`src/rtl/game_pkg.sv`:
```
// rtl/game_pkg.sv - shared game state type, keycodes and BCD score helper
package game_pkg;

  typedef enum logic [1:0] {
    IDLE = 2'd0,
    PLAY = 2'd1,
    DEAD = 2'd2
  } game_state_t;

  localparam logic [15:0] KEY_START = 16'h002C;
  localparam logic [15:0] KEY_UP    = 16'h001A;

  // {tens, ones}
  typedef logic [7:0] bcd8_t;

  // BCD increment that sticks at 99
  function automatic bcd8_t bcd_inc_sat(input bcd8_t v);
    bcd8_t r;
    if (v == 8'h99) begin
      r = v;
    end else if (v[3:0] == 4'd9) begin
      r = {v[7:4] + 4'd1, 4'd0};
    end else begin
      r = {v[7:4], v[3:0] + 4'd1};
    end
    return r;
  endfunction

endpackage

```
`src/rtl/frame_tick_sync.sv`:
```
// rtl/frame_tick_sync.sv - frame_clk synchroniser with registered rising-edge pulse
// Ports: Clk, Reset (sync, active-high), frame_clk (async in), frame_tick (1-Clk pulse, 3 Clk after rise)
module frame_tick_sync (
  input  logic Clk,
  input  logic Reset,
  input  logic frame_clk,
  output logic frame_tick
);

  logic sync1_q;
  logic sync2_q;
  logic sync3_q;
  logic tick_q;

  always_ff @(posedge Clk) begin
    if (Reset) begin
      sync1_q <= 1'b0;
      sync2_q <= 1'b0;
      sync3_q <= 1'b0;
      tick_q  <= 1'b0;
    end else begin
      sync1_q <= frame_clk;
      sync2_q <= sync1_q;
      sync3_q <= sync2_q;
      // registered edge detect keeps the pulse glitch-free for downstream logic
      tick_q  <= sync2_q & ~sync3_q;
    end
  end

  assign frame_tick = tick_q;

endmodule

```
`src/rtl/game_state_ctrl.sv`:
```
// rtl/game_state_ctrl.sv - game FSM: start detect, collision, BCD scoring, high score
// Ports: Clk, Reset (sync, active-high), frame_clk, keyboard, BallX/BallY/BallS, PipeX, PipeGapY in;
//        ball_reset, game_state, score, high_score, dead_pulse out
module game_state_ctrl
  import game_pkg::*;
#(
  parameter logic [9:0] PIPE_W      = 10'd40,
  parameter logic [9:0] GAP_H       = 10'd120,
  parameter logic [9:0] FLOOR_Y     = 10'd479,
  parameter logic [7:0] DEAD_FRAMES = 8'd90
) (
  input  logic        Clk,
  input  logic        Reset,
  input  logic        frame_clk,
  input  logic [15:0] keyboard,
  input  logic [9:0]  BallX,
  input  logic [9:0]  BallY,
  input  logic [9:0]  BallS,
  input  logic [9:0]  PipeX,
  input  logic [9:0]  PipeGapY,
  output logic        ball_reset,
  output logic [1:0]  game_state,
  output logic [7:0]  score,
  output logic [7:0]  high_score,
  output logic        dead_pulse
);

  logic frame_tick;

  frame_tick_sync u_tick (
    .Clk       (Clk),
    .Reset     (Reset),
    .frame_clk (frame_clk),
    .frame_tick(frame_tick)
  );

  game_state_t state_q;
  logic        ball_reset_q;
  bcd8_t       score_q;
  bcd8_t       high_q;
  logic        dead_pulse_q;
  logic [7:0]  cnt_q;
  logic        key_prev_q;
  logic        passed_q;
  logic [9:0]  pipe_prev_q;

  logic        key_hit;
  logic        start;
  logic [10:0] left, right, top, bot, pipe_r, gap_b;
  logic        collide;
  logic        pass;
  logic        respawn;

  always_comb begin
    key_hit = (keyboard == KEY_START);
    start   = key_hit && !key_prev_q;

    left   = (BallS > BallX) ? 11'd0 : ({1'b0, BallX} - {1'b0, BallS});
    right  = {1'b0, BallX} + {1'b0, BallS};
    top    = (BallS > BallY) ? 11'd0 : ({1'b0, BallY} - {1'b0, BallS});
    bot    = {1'b0, BallY} + {1'b0, BallS};
    pipe_r = {1'b0, PipeX} + {1'b0, PIPE_W};
    gap_b  = {1'b0, PipeGapY} + {1'b0, GAP_H};

    collide = (bot >= {1'b0, FLOOR_Y}) || (top == 11'd0) ||
              ((right >= {1'b0, PipeX}) && (left <= pipe_r) &&
               ((top < {1'b0, PipeGapY}) || (bot > gap_b)));
    pass    = (pipe_r < left) && !passed_q;
    // pipe scroller wrapped back to the right edge
    respawn = (PipeX > pipe_prev_q);
  end

  always_ff @(posedge Clk) begin
    if (Reset) begin
      state_q      <= IDLE;
      ball_reset_q <= 1'b1;
      score_q      <= 8'h00;
      high_q       <= 8'h00;
      dead_pulse_q <= 1'b0;
      cnt_q        <= 8'd0;
      key_prev_q   <= 1'b0;
      passed_q     <= 1'b0;
      pipe_prev_q  <= 10'd0;
    end else begin
      key_prev_q   <= key_hit;
      dead_pulse_q <= 1'b0;
      if (frame_tick) begin
        pipe_prev_q <= PipeX;
      end
      case (state_q)
        IDLE: begin
          ball_reset_q <= 1'b1;
          if (start) begin
            state_q      <= PLAY;
            score_q      <= 8'h00;
            passed_q     <= 1'b0;
            ball_reset_q <= 1'b0;
          end
        end
        PLAY: begin
          ball_reset_q <= 1'b0;
          if (frame_tick) begin
            // collision has priority over a pass on the same frame
            if (collide) begin
              state_q      <= DEAD;
              dead_pulse_q <= 1'b1;
              cnt_q        <= DEAD_FRAMES;
              if (score_q > high_q) begin
                high_q <= score_q;
              end
            end else if (pass) begin
              passed_q <= 1'b1;
              score_q  <= bcd_inc_sat(score_q);
            end else if (respawn) begin
              passed_q <= 1'b0;
            end
          end
        end
        DEAD: begin
          ball_reset_q <= 1'b0;
          if (frame_tick) begin
            if (cnt_q == 8'd0) begin
              state_q      <= IDLE;
              ball_reset_q <= 1'b1;
            end else begin
              cnt_q <= cnt_q - 8'd1;
            end
          end
        end
        default: begin
          state_q      <= IDLE;
          ball_reset_q <= 1'b1;
        end
      endcase
    end
  end

  assign ball_reset = ball_reset_q;
  assign game_state = state_q;
  assign score      = score_q;
  assign high_score = high_q;
  assign dead_pulse = dead_pulse_q;

endmodule

```
`config.mk`:
```
export PLATFORM = sky130hd
export DESIGN_NAME = game_state_ctrl
export DESIGN_NICKNAME = d
export VERILOG_FILES = /design/src/rtl/game_pkg.sv /design/src/rtl/frame_tick_sync.sv /design/src/rtl/game_state_ctrl.sv
export SDC_FILE = /design/constraint.sdc
export NUM_CORES = 1
export LEC_CHECK = 0
export BUFFER_PORTS_ARGS = -buffer_cell sky130_fd_sc_hd__buf_2
export CORE_MARGIN = 1.5
export CORE_UTILIZATION = 25
export CTS_BUF_LIST = sky130_fd_sc_hd__clkbuf_8
export CTS_CLUSTER_DIAMETER = 100
export CTS_CLUSTER_SIZE = 14
export DETAILED_ROUTE_END_ITERATION = 10
export GPL_ROUTABILITY_DRIVEN = 0
export PLACE_DENSITY = 0.44
export SLEW_MARGIN = 20
export SYNTH_ARGS = -nofsm -noshare
export SYNTH_HDL_FRONTEND = slang
export SYNTH_SLANG_ARGS = --single-unit
```
`constraint.sdc`:
```
create_clock -name Clk -period 12.2 [get_ports Clk]
set_input_delay 2.44 -clock Clk [delete_from_list [all_inputs] [get_ports Clk]]
set_output_delay 2.44 -clock Clk [all_outputs]
set_load 0.005 [all_outputs]
```
==> results.toml <==
[run_status]
status = "completed"

[cts]
clock_latency_ns = 0.31
htree_levels = 2
clk_pin_slew_ns = 0.09
cts_buffer_depth = 2
tritoncts = "done"
numCtsBuffers = 5
cts_hold_buf = 0
ctsRootBufferMaster = "clkbuf_8"
postCtsSetupRepairBufs = 0
cts.sinks = 44
cts-resized-gates = 0

[global_routing]
grt_pass1_vias = 5019
grt_use_total_pct = 13.5
grt_overflow_total = 0
grt_max_degree = 43
antenna_found_initial = 0
grt_pass1_wl_um = 25800

[yosys]
syn_area_per_cell_um2 = 7.75
ys_seq_area_share_pct = 15.6
yosys.cell_types.count = 78
synth_top_cells_by_area = "ha_1 (24%), dfxtp_1 (16%), inv_1 (6.1%), a21oi_1 (4.7%), o21ai_0 (4.1%)"
synth_top_flop_cell = "dfxtp_1"
synthArstFlopShare_pct = 0
synth_top_area_share_pct = 23.7
netlist_instances = 730
yosys_warnings = 0
synth-edff-count = 0
synth_nets = 910
yosys.area.top_type = "ha_1"
netlist_area_um2 = 5650
synth_seq_cells = 44

[timing]
finalHoldViolCount = 0
worst_clock_skew_ns = 0.0148
rsz0062_at_grt = "no"
fmax_mhz = 136
relSlewSlack_pct = 32.2
drv_slew = 0
setup-violations-final = 0
worst_pin_slew_ns = 1.00
tns_ns = 0
min_period_ns = 7.33
period_share_pct = 60.1

[power_and_ir_drop]
ir_worst_vdd_mv = 0.0311
combinationalPowerShare_pct = 47.2
netSwitchingFraction_pct = 39.4
p_int_uw = 273
power_frac_seq_pct = 32.3
p_clk_share_pct = 20.4
power.density_nw_per_um2 = 70.6
p_leak_uw = 0.00283
p_sw_uw = 177

[die]
die_h_um = 153
row_count = 54
coreArea_um2 = 22000
dieArea_um2 = 23500
ios = 89
initial_core_util_pct = 25.7
die_width_um = 153

[finish]
area_delta_synth_final_pct = 12.9
n_antenna_cell = 0
final_nets = 985
layout_common_cells = "ha_1 (107), inv_1 (92), buf_2 (88)"
final_common_cell = "ha_1"
instances_no_fill = 1085
drive_gt1_share_pct = 13.5
fillers = 2428

[setup_path]
cp_max_fo = 12
worst-path-buf-inv = 3
timing_worst_setup_path_type = "in -> reg"
slowest_delay_ns = 0.50
cp_top_family = "compound AO/OA/AOI/OAI gates"
worstSetupEndpointType = "flop"
cp.arrival_ns = 7.54
cp-start-kind = "input pin"
cp_common_cell = "o21ai_0"
cp_cell_sequence = "buf_2 > inv_1 > ha_1 > nor2b_1 > o21ai_0 > a21oi_1 > o21ai_0 > a21boi_0 > o21ai_0 > a21oi_1 > o21ai_0 > a211o_1 > ha_1 > nand3_1 > nor3_1 > nor4_1 > o31ai_1 > o221a_2 > o31ai_2 > buf_4 > a2111oi_0 > mux2_2"
cpMaxStageDelayCell = "o31ai_1"
cp.required_ns = 12.41

[drt]
wire_per_inst_um = 14.4
drtIter0Drc = 272
num_vias = 5343
dr.pass1.iters = 4
routed_via_density = 4.92
route.detailed.drc = 0
ant_nets = 0
routed_wl_um = 15600

[place]
placed_cells = 1078
io_buffers = 88
hpwl_um = 13000

[job]
drv_cap = 0

[min_path]
hp-class = "reg -> reg"
==> sequential cells by signal (all words and copies together), names as in the netlist, 2 cells and up <==
name,cells
pipe_prev_q,10
cnt_q,8
high_score,8
score,8
game_state,2
==> cells in the mapped netlist, types with 3 or more instances <==
library cell	count
or4_1	3
ha_1	107
o21bai_1	3
clkbuf_1	5
a21boi_0	3
nor4_1	13
nor3_1	19
fa_1	4
buf_4	4
nand3_1	29
nor4b_1	3
o22ai_1	3
inv_1	92
and3_2	3
buf_6	5
a21oi_1	53
o211ai_1	4
nand4_1	12
a41oi_1	5
o21ai_0	46
and3_1	6
or3_1	6
nand2_1	22
o21a_1	8
xor2_1	10
dfxtp_1	44
buf_2	3
nand3b_1	4
nor2b_1	16
o31ai_1	6
a31oi_1	8
nand2b_1	12
nor2_1	59
o311ai_0	3
mux2i_1	12
xnor2_1	25
a211oi_1	9
a21o_1	12
a2111oi_0	4
==> metal layers <==
layer  share of wire (%)  up-vias  wire (µm)  GRT usage, %
met5                   0        -          0             0
li1                    -     2779          -             -
met4                0.83        0        130          2.13
met2                  43      108       6740          21.1
met3                 3.3       10        516          1.62
met1                  53     2446       8190          20.1
==> cell type report <==
| cell class | instances | area [µm²] | share of cell area [%] |
|---|---|---|---|
| Inverter | 92 | 345 | 5.41 |
| Clock buffer | 5 | 68.8 | 1.08 |
| Timing Repair Buffer | 89 | 448 | 7.02 |
| Multi-Input combinational cell | 573 | 4280 | 67.0 |
| Clock inverter | 2 | 12.5 | 0.196 |
| Sequential cell | 44 | 881 | 13.8 |
| Tap cell | 280 | 350 | 5.49 |
==> through the flow <==
stage	cell area [µm²]	hold WS [ns]	utilization, %	power [µW]	worst slack (ns)
floorplan	5650	0.367	-	302	5.74
global placement	6300	0.370	28.6	365	4.77
detailed placement	6300	0.376	28.6	362	4.59
CTS	6380	0.388	29.0	457	4.92
global route	6380	0.403	29.0	494	4.44
finish	6380	0.383	29.0	450	4.87
==> worst reg2reg max path, cell delays in order (launching register included) <==
cell and delay [ns]:
dfxtp_1 0.44, inv_1 0.11, ha_1 0.20, nor4b_1 0.16, or4b_2 0.80, a2111oi_0 0.50
mux2_2 0.38
==> power groups by stage <==
stage                     sequential (µW)  combinational [µW]  clock, µW
after floorplan                       148                 154          0
after global placement                149                 216          0
after detailed placement              149                 213          0
after CTS                             146                 214       97.2
after global routing                  146                 243        104
final                                 146                 213       92.0
==> kinds of logic (layout without fill, tap and decap cells) <==
kind of cell	count (synthesis)	after routing	share of synthesized area, %
and+or+nand+nor	223	223	21.1
AOI/OAI and AO/OA	190	190	21.4
DFF	44	44	15.6
buffers and inverters	113	188	8.87
xor gates and xnor gates	35	35	5.42
adders and majority gates	111	111	25.1
muxes	14	14	2.52
==> final timing paths <==
path / start / cells past startpoint / slack (ns) / end
worst max-delay path: BallS[1] / 22 / 4.87 / cnt_q[5]
worst min-delay path: u_tick.sync3_q / 1 / 0.38 / u_tick.frame_tick
worst max register to register: cnt_q[0] / 6 / 9.52 / cnt_q[5]
worst min register to register: u_tick.sync3_q / 1 / 0.38 / u_tick.frame_tick
Note: power is estimated with default switching activity, not from simulation.
